===== src/rtl/sorter_pkg.sv =====
// Shared sorter definitions: weight thresholds, group codes, feeder states.
// Both the sorter and the feeder import this package so their thresholds agree.
package sorter_pkg;

  localparam logic [11:0] THR_1 = 12'd200;
  localparam logic [11:0] THR_2 = 12'd500;
  localparam logic [11:0] THR_3 = 12'd800;
  localparam logic [11:0] THR_4 = 12'd1000;
  localparam logic [11:0] THR_5 = 12'd2000;

  localparam logic [2:0] GRP_NONE = 3'd0;
  localparam logic [2:0] GRP_1    = 3'd1;
  localparam logic [2:0] GRP_2    = 3'd2;
  localparam logic [2:0] GRP_3    = 3'd3;
  localparam logic [2:0] GRP_4    = 3'd4;
  localparam logic [2:0] GRP_5    = 3'd5;
  localparam logic [2:0] GRP_6    = 3'd6;

  typedef enum logic [1:0] {
    ST_IDLE,
    ST_PRESENT,
    ST_GAP
  } feeder_state_t;

  function automatic logic [2:0] weight_to_group(input logic [11:0] w);
    logic [2:0] g;
    if (w == 12'd0)      g = GRP_NONE;
    else if (w <= THR_1) g = GRP_1;
    else if (w <= THR_2) g = GRP_2;
    else if (w <= THR_3) g = GRP_3;
    else if (w <= THR_4) g = GRP_4;
    else if (w <= THR_5) g = GRP_5;
    else                 g = GRP_6;
    return g;
  endfunction

endpackage


===== src/rtl/weight_fifo.sv =====
// Single-clock FIFO for queued package weights.
// No bypass: a push into an empty FIFO is readable only after the edge.
module weight_fifo #(
  parameter int DEPTH = 8,
  parameter int WIDTH = 12
) (
  input  logic             clk,
  input  logic             reset,
  input  logic             push,
  input  logic             pop,
  input  logic [WIDTH-1:0] wdata,
  output logic [WIDTH-1:0] rdata,
  output logic             full,
  output logic             empty
);

  localparam int AW = $clog2(DEPTH);

  logic [WIDTH-1:0] mem [DEPTH];
  logic [AW-1:0]    wr_ptr;
  logic [AW-1:0]    rd_ptr;
  logic [AW:0]      count;
  logic             push_ok;
  logic             pop_ok;

  assign full    = (count == (AW+1)'(DEPTH));
  assign empty   = (count == '0);
  assign push_ok = push && !full;
  assign pop_ok  = pop && !empty;
  assign rdata   = mem[rd_ptr];

  always_ff @(posedge clk) begin
    if (push_ok) mem[wr_ptr] <= wdata;
  end

  always_ff @(posedge clk or posedge reset) begin
    if (reset) begin
      wr_ptr <= '0;
      rd_ptr <= '0;
      count  <= '0;
    end else begin
      if (push_ok) wr_ptr <= wr_ptr + AW'(1);
      if (pop_ok)  rd_ptr <= rd_ptr + AW'(1);
      unique case ({push_ok, pop_ok})
        2'b10:   count <= count + (AW+1)'(1);
        2'b01:   count <= count - (AW+1)'(1);
        default: count <= count;
      endcase
    end
  end

endmodule


===== src/rtl/package_feeder.sv =====
// Conveyor weight transmitter: queues loader weights and drives
// one fixed-length nonzero pulse plus zero gap per package.
module package_feeder
  import sorter_pkg::*;
#(
  parameter int DEPTH       = 8,
  parameter int HOLD_CYCLES = 4,
  parameter int GAP_CYCLES  = 2
) (
  input  logic        CLK,
  input  logic        Reset,
  input  logic [11:0] LoadWeight,
  input  logic        LoadValid,
  output logic        LoadReady,
  input  logic        Enable,
  output logic [11:0] Weight,
  output logic [2:0]  ExpectedGrp,
  output logic [7:0]  ItemsSent,
  output logic        Busy,
  output logic        Empty
);

  localparam int CNT_MAX = (HOLD_CYCLES > GAP_CYCLES) ? HOLD_CYCLES : GAP_CYCLES;
  localparam int CNT_W   = $clog2(CNT_MAX + 1);
  localparam logic [CNT_W-1:0] HOLD_M1 = CNT_W'(HOLD_CYCLES - 1);
  localparam logic [CNT_W-1:0] GAP_M1  = CNT_W'(GAP_CYCLES - 1);

  feeder_state_t    state, state_n;
  logic [CNT_W-1:0] cnt, cnt_n;
  logic [11:0]      weight_n;
  logic [2:0]       grp_n;
  logic [7:0]       items_n;
  logic [11:0]      head;
  logic             full;
  logic             empty;
  logic             push;
  logic             pop;
  logic             start;

  // Zero weights finish the handshake but never enter the queue.
  assign push      = LoadValid && (LoadWeight != 12'd0);
  assign LoadReady = !full;
  assign Empty     = empty;
  assign Busy      = (state != ST_IDLE);

  weight_fifo #(
    .DEPTH (DEPTH),
    .WIDTH (12)
  ) u_fifo (
    .clk   (CLK),
    .reset (Reset),
    .push  (push),
    .pop   (pop),
    .wdata (LoadWeight),
    .rdata (head),
    .full  (full),
    .empty (empty)
  );

  always_ff @(posedge CLK or posedge Reset) begin
    if (Reset) begin
      state       <= ST_IDLE;
      cnt         <= '0;
      Weight      <= 12'd0;
      ExpectedGrp <= GRP_NONE;
      ItemsSent   <= 8'd0;
    end else begin
      state       <= state_n;
      cnt         <= cnt_n;
      Weight      <= weight_n;
      ExpectedGrp <= grp_n;
      ItemsSent   <= items_n;
    end
  end

  always_comb begin
    state_n  = state;
    cnt_n    = cnt;
    weight_n = Weight;
    grp_n    = ExpectedGrp;
    items_n  = ItemsSent;
    pop      = 1'b0;
    // Enable only matters where a new package may begin.
    start    = Enable && !empty &&
               ((state == ST_IDLE) ||
                (state == ST_GAP && cnt == '0));

    unique case (state)
      ST_IDLE: ;
      ST_PRESENT: begin
        if (cnt == '0) begin
          state_n  = ST_GAP;
          cnt_n    = GAP_M1;
          weight_n = 12'd0;
          grp_n    = GRP_NONE;
        end else begin
          cnt_n = cnt - CNT_W'(1);
        end
      end
      ST_GAP: begin
        if (cnt == '0) state_n = ST_IDLE;
        else           cnt_n   = cnt - CNT_W'(1);
      end
      default: state_n = ST_IDLE;
    endcase

    if (start) begin
      state_n  = ST_PRESENT;
      cnt_n    = HOLD_M1;
      weight_n = head;
      grp_n    = weight_to_group(head);
      pop      = 1'b1;
      items_n  = ItemsSent + 8'd1;
    end
  end

endmodule


===== config.mk =====
export PLATFORM = sky130hd
export DESIGN_NAME = package_feeder
export DESIGN_NICKNAME = d
export VERILOG_FILES = /design/src/rtl/sorter_pkg.sv /design/src/rtl/weight_fifo.sv /design/src/rtl/package_feeder.sv
export SDC_FILE = /design/constraint.sdc
export NUM_CORES = 1
export LEC_CHECK = 0
export BUFFER_PORTS_ARGS = -buffer_cell sky130_fd_sc_hd__buf_2
export CORE_MARGIN = 2
export CORE_UTILIZATION = 65
export DETAILED_ROUTE_END_ITERATION = 10
export HOLD_SLACK_MARGIN = 0.03
export PLACE_DENSITY = 0.9
export SLEW_MARGIN = 25
export SYNTH_ARGS = -nofsm -noshare
export SYNTH_HDL_FRONTEND = slang
export SYNTH_SLANG_ARGS = --single-unit

===== constraint.sdc =====
create_clock -name CLK -period 4.65 [get_ports CLK]
set_input_delay 0.93 -clock CLK [delete_from_list [all_inputs] [get_ports CLK]]
set_output_delay 0.93 -clock CLK [all_outputs]
set_load 0.01 [all_outputs]

# Word-level counts from Yosys, hierarchy flattened
# Memories as Yosys holds them, arrays and structs flattened.
# Cells that the tools add are included.
[totals]
n_memories = 1
ramBits = 96
register_bits = 38
[op_classes]
n_lt_le_gt_ge = 5
n_reduce_logical = 22
add_sub_neg = 6
muxes = 24
n_eq_ne = 9
[mem_list]
columns = ["name", "words", "width", "rd", "rd_clocked_by_memory_dff", "wr", "line_no", "rtl"]
rows = [
  ["u_fifo.mem", 8, 12, 1, 0, 1, "weight_fifo.sv:19", "logic [WIDTH-1:0] mem [DEPTH];"],
]
[op_table]
columns = ["op", "n"]
rows = [
  ["$mux 12", 3],
  ["$mux 3", 10],
  ["$le 12x10->1 const B", 2],
  ["$le 12x11->1 const B", 1],
  ["$le 12x8->1 const B", 1],
  ["$le 12x9->1 const B", 1],
  ["$logic_not 12->1", 1],
  ["$reduce_bool 12->1", 1],
  ["$mux 2", 5],
  ["$add 8x1->8 const B", 1],
  ["$pmux 4 s2", 1],
  ["$reduce_bool 2->1", 4],
  ["$add 3x1->3 const B", 2],
  ["$logic_and 1x1->1", 6],
  ["$ne 3x3->1 const B", 2],
  ["$pmux 2 s3", 1],
  ["$pmux 3 s2", 1],
  ["$add 4x1->4 const B", 1],
  ["$eq 2x1->1 const B", 2],
  ["$eq 2x2->1 const B", 2],
  ["$eq 4x4->1 const B", 1],
  ["$logic_not 4->1", 1],
  ["$reduce_and 2->1", 2],
  ["$sub 4x1->4 const B", 1],
  ["10 further kinds", 13],
]

# Longest topological paths before layout
# An unclocked memory read counts as a cell.
[depth]
depth_word = 9
mapped_depth = 15
ltp_nobuf = 13

# Modules after synthesis
# From an unflattened synthesis, not the netlist that was laid out.
[hier_totals]
cells_unflattened = 340
area_unflattened_um2 = 5780.5
[modules_own_cells]
columns = ["module", "cells_each", "instances", "area_per_inst_um2", "seq_area_each_um2"]
rows = [
  ["weight_fifo", 207, 1, 4336.7, 3133.0],
  ["package_feeder", 133, 1, 1443.9, 700.7],
]

# Worst setup path after synthesis
# No wires, ideal clock.
[synth_timing]
path_kind = "reg2reg"
start = "register u_fifo.count[0]"
end = "register u_fifo.count[3]"
t_arrival_ps = 2904
path_buffers = 2
slack_ps = 1621
setup_time_ps = 125
path_stages_with_launch = 14
required_ps = 4525
path_cell_list = "dfrtp_1 -> nor4_1 -> nand2b_1 -> or3_1 -> clkbuf_1 -> inv_1 -> clkbuf_1 -> ha_1 -> ha_1 -> a21o_1 -> a21oi_1 -> xnor2_1 -> nor2_1 -> xor2_1"
[synth_between]
elab_chain_cells = 8
[synth_rtl]
columns = ["item", "line_no", "rtl"]
rows = [
  ["start: declaration", "weight_fifo.sv:22", "logic [AW:0] count;"],
  ["start signal: assignment", "weight_fifo.sv:45", "2'b10: count <= count + (AW+1)'(1);"],
  ["start signal: assignment", "weight_fifo.sv:46", "2'b01: count <= count - (AW+1)'(1);"],
  ["start signal: assignment", "weight_fifo.sv:47", "default: count <= count;"],
  ["$logic_not 4->1 (*)", "weight_fifo.sv:27", "assign empty = (count == '0);"],
  ["named net Empty", "package_feeder.sv:20", "output logic Empty"],
  ["$logic_not 1->1 (*)", "weight_fifo.sv:29, package_feeder.sv:84", ""],
  ["$logic_and 1x1->1 (2 in a row)", "package_feeder.sv:84", "start = Enable && !empty &&"],
  ["$mux 1", "package_feeder.sv:107", "if (start) begin"],
  ["$logic_and 1x1->1 (*)", "weight_fifo.sv:29", "assign pop_ok = pop && !empty;"],
  ["named net u_fifo.pop_ok", "weight_fifo.sv:24", "logic pop_ok;"],
  ["$eq 2x1->1 or $eq 2x2->1 (tied branches)", "weight_fifo.sv:44", "unique case ({push_ok, pop_ok})"],
  ["$pmux 4 s2 or $reduce_bool 2->1 (tied branches)", "--", ""],
]
# Mark *: on every way through the listed nets, which the timed path passes. The rest lies on a longest branch.
# A chain may end at the register's enable or synchronous reset.

# Worst setup path in the final report
[layout_timing]
start = "register cnt[1]"
end = "register u_fifo.count[3]"
[layout_between]
elab_chain_cells = 8
[layout_rtl]
columns = ["item", "line_no", "rtl"]
rows = [
  ["start: declaration", "package_feeder.sv:29", "logic [CNT_W-1:0] cnt, cnt_n;"],
  ["start signal: assignment", "package_feeder.sv:69", "cnt <= cnt_n;"],
  ["$logic_not 3->1 (*)", "package_feeder.sv:86", "(state == ST_GAP && cnt == '0));"],
  ["$logic_and 1x1->1 (*)", "package_feeder.sv:86", ""],
  ["$logic_or 1x1->1 (*)", "package_feeder.sv:85", "((state == ST_IDLE) ||"],
  ["$logic_and 1x1->1 (*)", "package_feeder.sv:84", ""],
  ["$mux 1 (*)", "package_feeder.sv:107", ""],
  ["$logic_and 1x1->1 (*)", "weight_fifo.sv:29", ""],
  ["$eq 2x1->1 or $eq 2x2->1 (tied branches)", "weight_fifo.sv:44", ""],
  ["$pmux 4 s2 or $reduce_bool 2->1 (tied branches)", "--", ""],
]
# Every way passes the cells marked *; elsewhere a longest branch is shown, timed or not.

==> run summary <==
number of global-route vias before repair: 3,877
drt via density: 6.576
largest family of logic cells by synthesized area: multiplexers
top cell type by total area after synthesis: edfxtp_1
post-route insts no fill: 571
I/O pins: 42
Place WS: 1.219 ns
Routed wire per std cell: 23.84 um
P&R area growth vs syn: 15.78%
Yosys top cell area share: 48.56%
ys async rst share: 28.36%
xor/xnor share of the synthesized area: 2.213%
crit end category: flip-flop
Initial Utilization: 67.42%
complex-gate fraction of the synthesized area: 4.594%
CTS max path bufs: 2
TritonRoute pass-1 iters: 5
mux cell area share after synthesis: 14.82%
# fillers: 462
Crit path required time: 5.08 ns
Hold Path Stages: 1
flip-flop and latch area: 3835 sq um
Root Driver: clkbuf_8
GRT Util Overall: 29.80%
setup ws final: 1.156 ns
post-cts resize count: 0
CP startpoint: cnt[1]
Max Cap Viol: 0
hold endpoint: ItemsSent[7]
CTS Buf Count: 17
DP HPWL: 7988 um
Min-Delay Path Class: flip-flop to flip-flop
Die H: 99.57 um
synth top area cells: edfxtp_1 (49%), dfrtp_1 (16%), mux4_2 (7.6%), mux2i_1 (4.4%), nand2_1 (2.5%)
multi-input logic area: 1947 sq um
DIE WIDTH: 99.57 um
H-Tree Depth: 4
vias post-DR: 3,755
Nets: 476
IO buf count: 41
Core ar.: 8806 sq um
worst-path maximum fanout: 17
post-route ant nets: 0
yosys warns: 0
final worst path period share: 75.13%
r2r setup slk: 1.16 ns
r2r startpoint: cnt[1]
adder and majority gate portion of the synthesized area: 2.234%
clock-pin slew on the worst setup and hold paths: 0.06 ns
hold_buf cts: 0
DRC: 0
ratio of cells with drive above 1 in the final layout: 26.13%
# diodes: 0
setup_tns: 0 ns
FMAX: 0.2862 GHz
Clock Sinks: 134
Post-Syn Area: 5937 sq um
gr ovfl total: 0
Hold Fails Final Rpt: 0
Primary FF master, synth: edfxtp_1
Netlist cell types: 51
Reg-to-Reg End: u_fifo.count[3]
TritonCTS clock tree: yes
placed cell count: 539
initial antenna violation count: 0
most common cell after layout, fill and taps aside: edfxtp_1
syn avg cell area: 15.11 sq um
Synth Instances: 393
synthesized flop and latch total: 134
P_leak: 2.679 nW
Synthesized Nets: 419
Simple-Gate Fraction of Synth Area: 8.851%
Final Skew: 0.007341 ns
postcts setup bufs: 0
Critical Path Start Type: flip-flop
cell row count: 34
number of synthesized flops with an enable pin: 96
Tightest Pin Transition: 0.8686 ns
register area share after synthesis: 64.57%
GP Congestion: 0.8188
status: completed
Initial DRC Count: 359
Clock Latency Late Sink: 0.52 ns
Max rail drop VDD: 0.3226 mV
min cycle time layout: 3.494 ns
final wirelength: 13,610 um
RSZ-0062 raised after global routing: false
Worst Hold Launch: ItemsSent[7]
Critical Path AT: 3.92 ns
largest net degree at the start of global routing: 39
WS Path Type: flip-flop to flip-flop
Die Area: 9914 sq um
max-slew violation count: 0
first-pass GRT wire length: 21,650 um
Setup violations, final: 0
Slew HR: 42.09%
R2R cell count: 13
most frequent cells in the layout: edfxtp_1 (96), buf_2 (41), nand2_1 (39)
P per Cell Area: 696.8 nW/um^2
-- cells by family (layout without fill, tap and decap cells) --
kind of cell	count (synthesis)	count (layout)
xor gates and xnor gates	15	15
muxes	58	58
and+or+nand+nor	103	103
DFF	134	134
buffers and inverters	31	101
AOI/OAI and AO/OA	42	42
adders and majority gates	10	10
-- Yosys cell counts, drive strengths merged (3+ instances only) --
library cell / n
and2: 3
nor2b: 3
buf: 12
edfxtp: 96
nand2b: 7
nor3: 4
and3: 4
clkbuf: 5
dfrtp: 38
nand4: 6
o21ai: 13
nand3: 3
xnor2: 12
ha: 9
nor2: 17
nor3b: 3
inv: 14
mux2: 10
mux2i: 26
nor4: 6
xor2: 3
mux4: 22
a31oi: 4
a21oi: 7
nand2: 39
-- worst max-delay path, cell delays in order (launching register included) --
cell,delay [ns]
dfrtp_1,0.38
inv_1,0.08
ha_1,0.17
ha_1,0.29
nor2_1,0.14
or3_1,0.60
inv_1,0.40
ha_1,0.31
ha_1,0.26
a21o_1,0.18
a21oi_1,0.17
xnor2_1,0.08
nor2_1,0.12
xor2_1,0.21
-- how the worst max path moves through the flow --
| stage | to |
|---|---|
| floorplan | u_fifo.count[3] |
| global placement | u_fifo.count[3] |
| detailed placement | u_fifo.count[3] |
| CTS | u_fifo.count[3] |
| global route | u_fifo.count[3] |
| finish | u_fifo.count[3] |
-- state kept, by name (all words and copies together), names as in the netlist --
signal	flops
ExpectedGrp	3
ItemsSent	8
Weight	12
cnt	3
state	2
u_fifo.count	4
u_fifo.mem	96
u_fifo.rd_ptr	3
u_fifo.wr_ptr	3
-- final cells by class --
cell class,count,share of cell area (%)
Multi-Input combinational cell,228,28.32
Inverter,14,0.7645
Sequential cell,134,55.79
Clock inverter,12,1.838
Clock buffer,20,6.807
Timing Repair Buffer,55,4.514
Tap cell,108,1.966
-- per-stage QoR --
| stage | total power, mW | hold WS, ns | utilization, % | cell area (sq um) |
|---|---|---|---|---|
| after global placement | 3.288 | 0.4594 | 71.30 | 6279 |
| after CTS | 4.772 | 0.4788 | 78.06 | 6874 |
| after detailed placement | 3.384 | 0.4660 | 71.31 | 6280 |
| after global routing | 5.006 | 0.5050 | 78.06 | 6874 |
| after floorplan | 2.942 | 0.4639 | - | 5937 |
| final | 4.790 | 0.4727 | 78.06 | 6874 |
-- routing by layer --
layer | vias up | routed length (um) | share of wire [%] | track usage (%)
li1 | 1614 | - | - | -
met1 | 1866 | 5136 | 38 | 36.52
met2 | 228 | 6989 | 51 | 51.46
met3 | 47 | 1017 | 7.5 | 6.817
met4 | 0 | 469 | 3.4 | 12.33
met5 | - | 0 | 0 | 0
-- power breakdown --
part	internal [mW]	switching (mW)
combinational	0.724	0.897
sequential	1.56	0.275
clock	0.793	0.537
No activity file was read; power rests on OpenSTA's default activity.
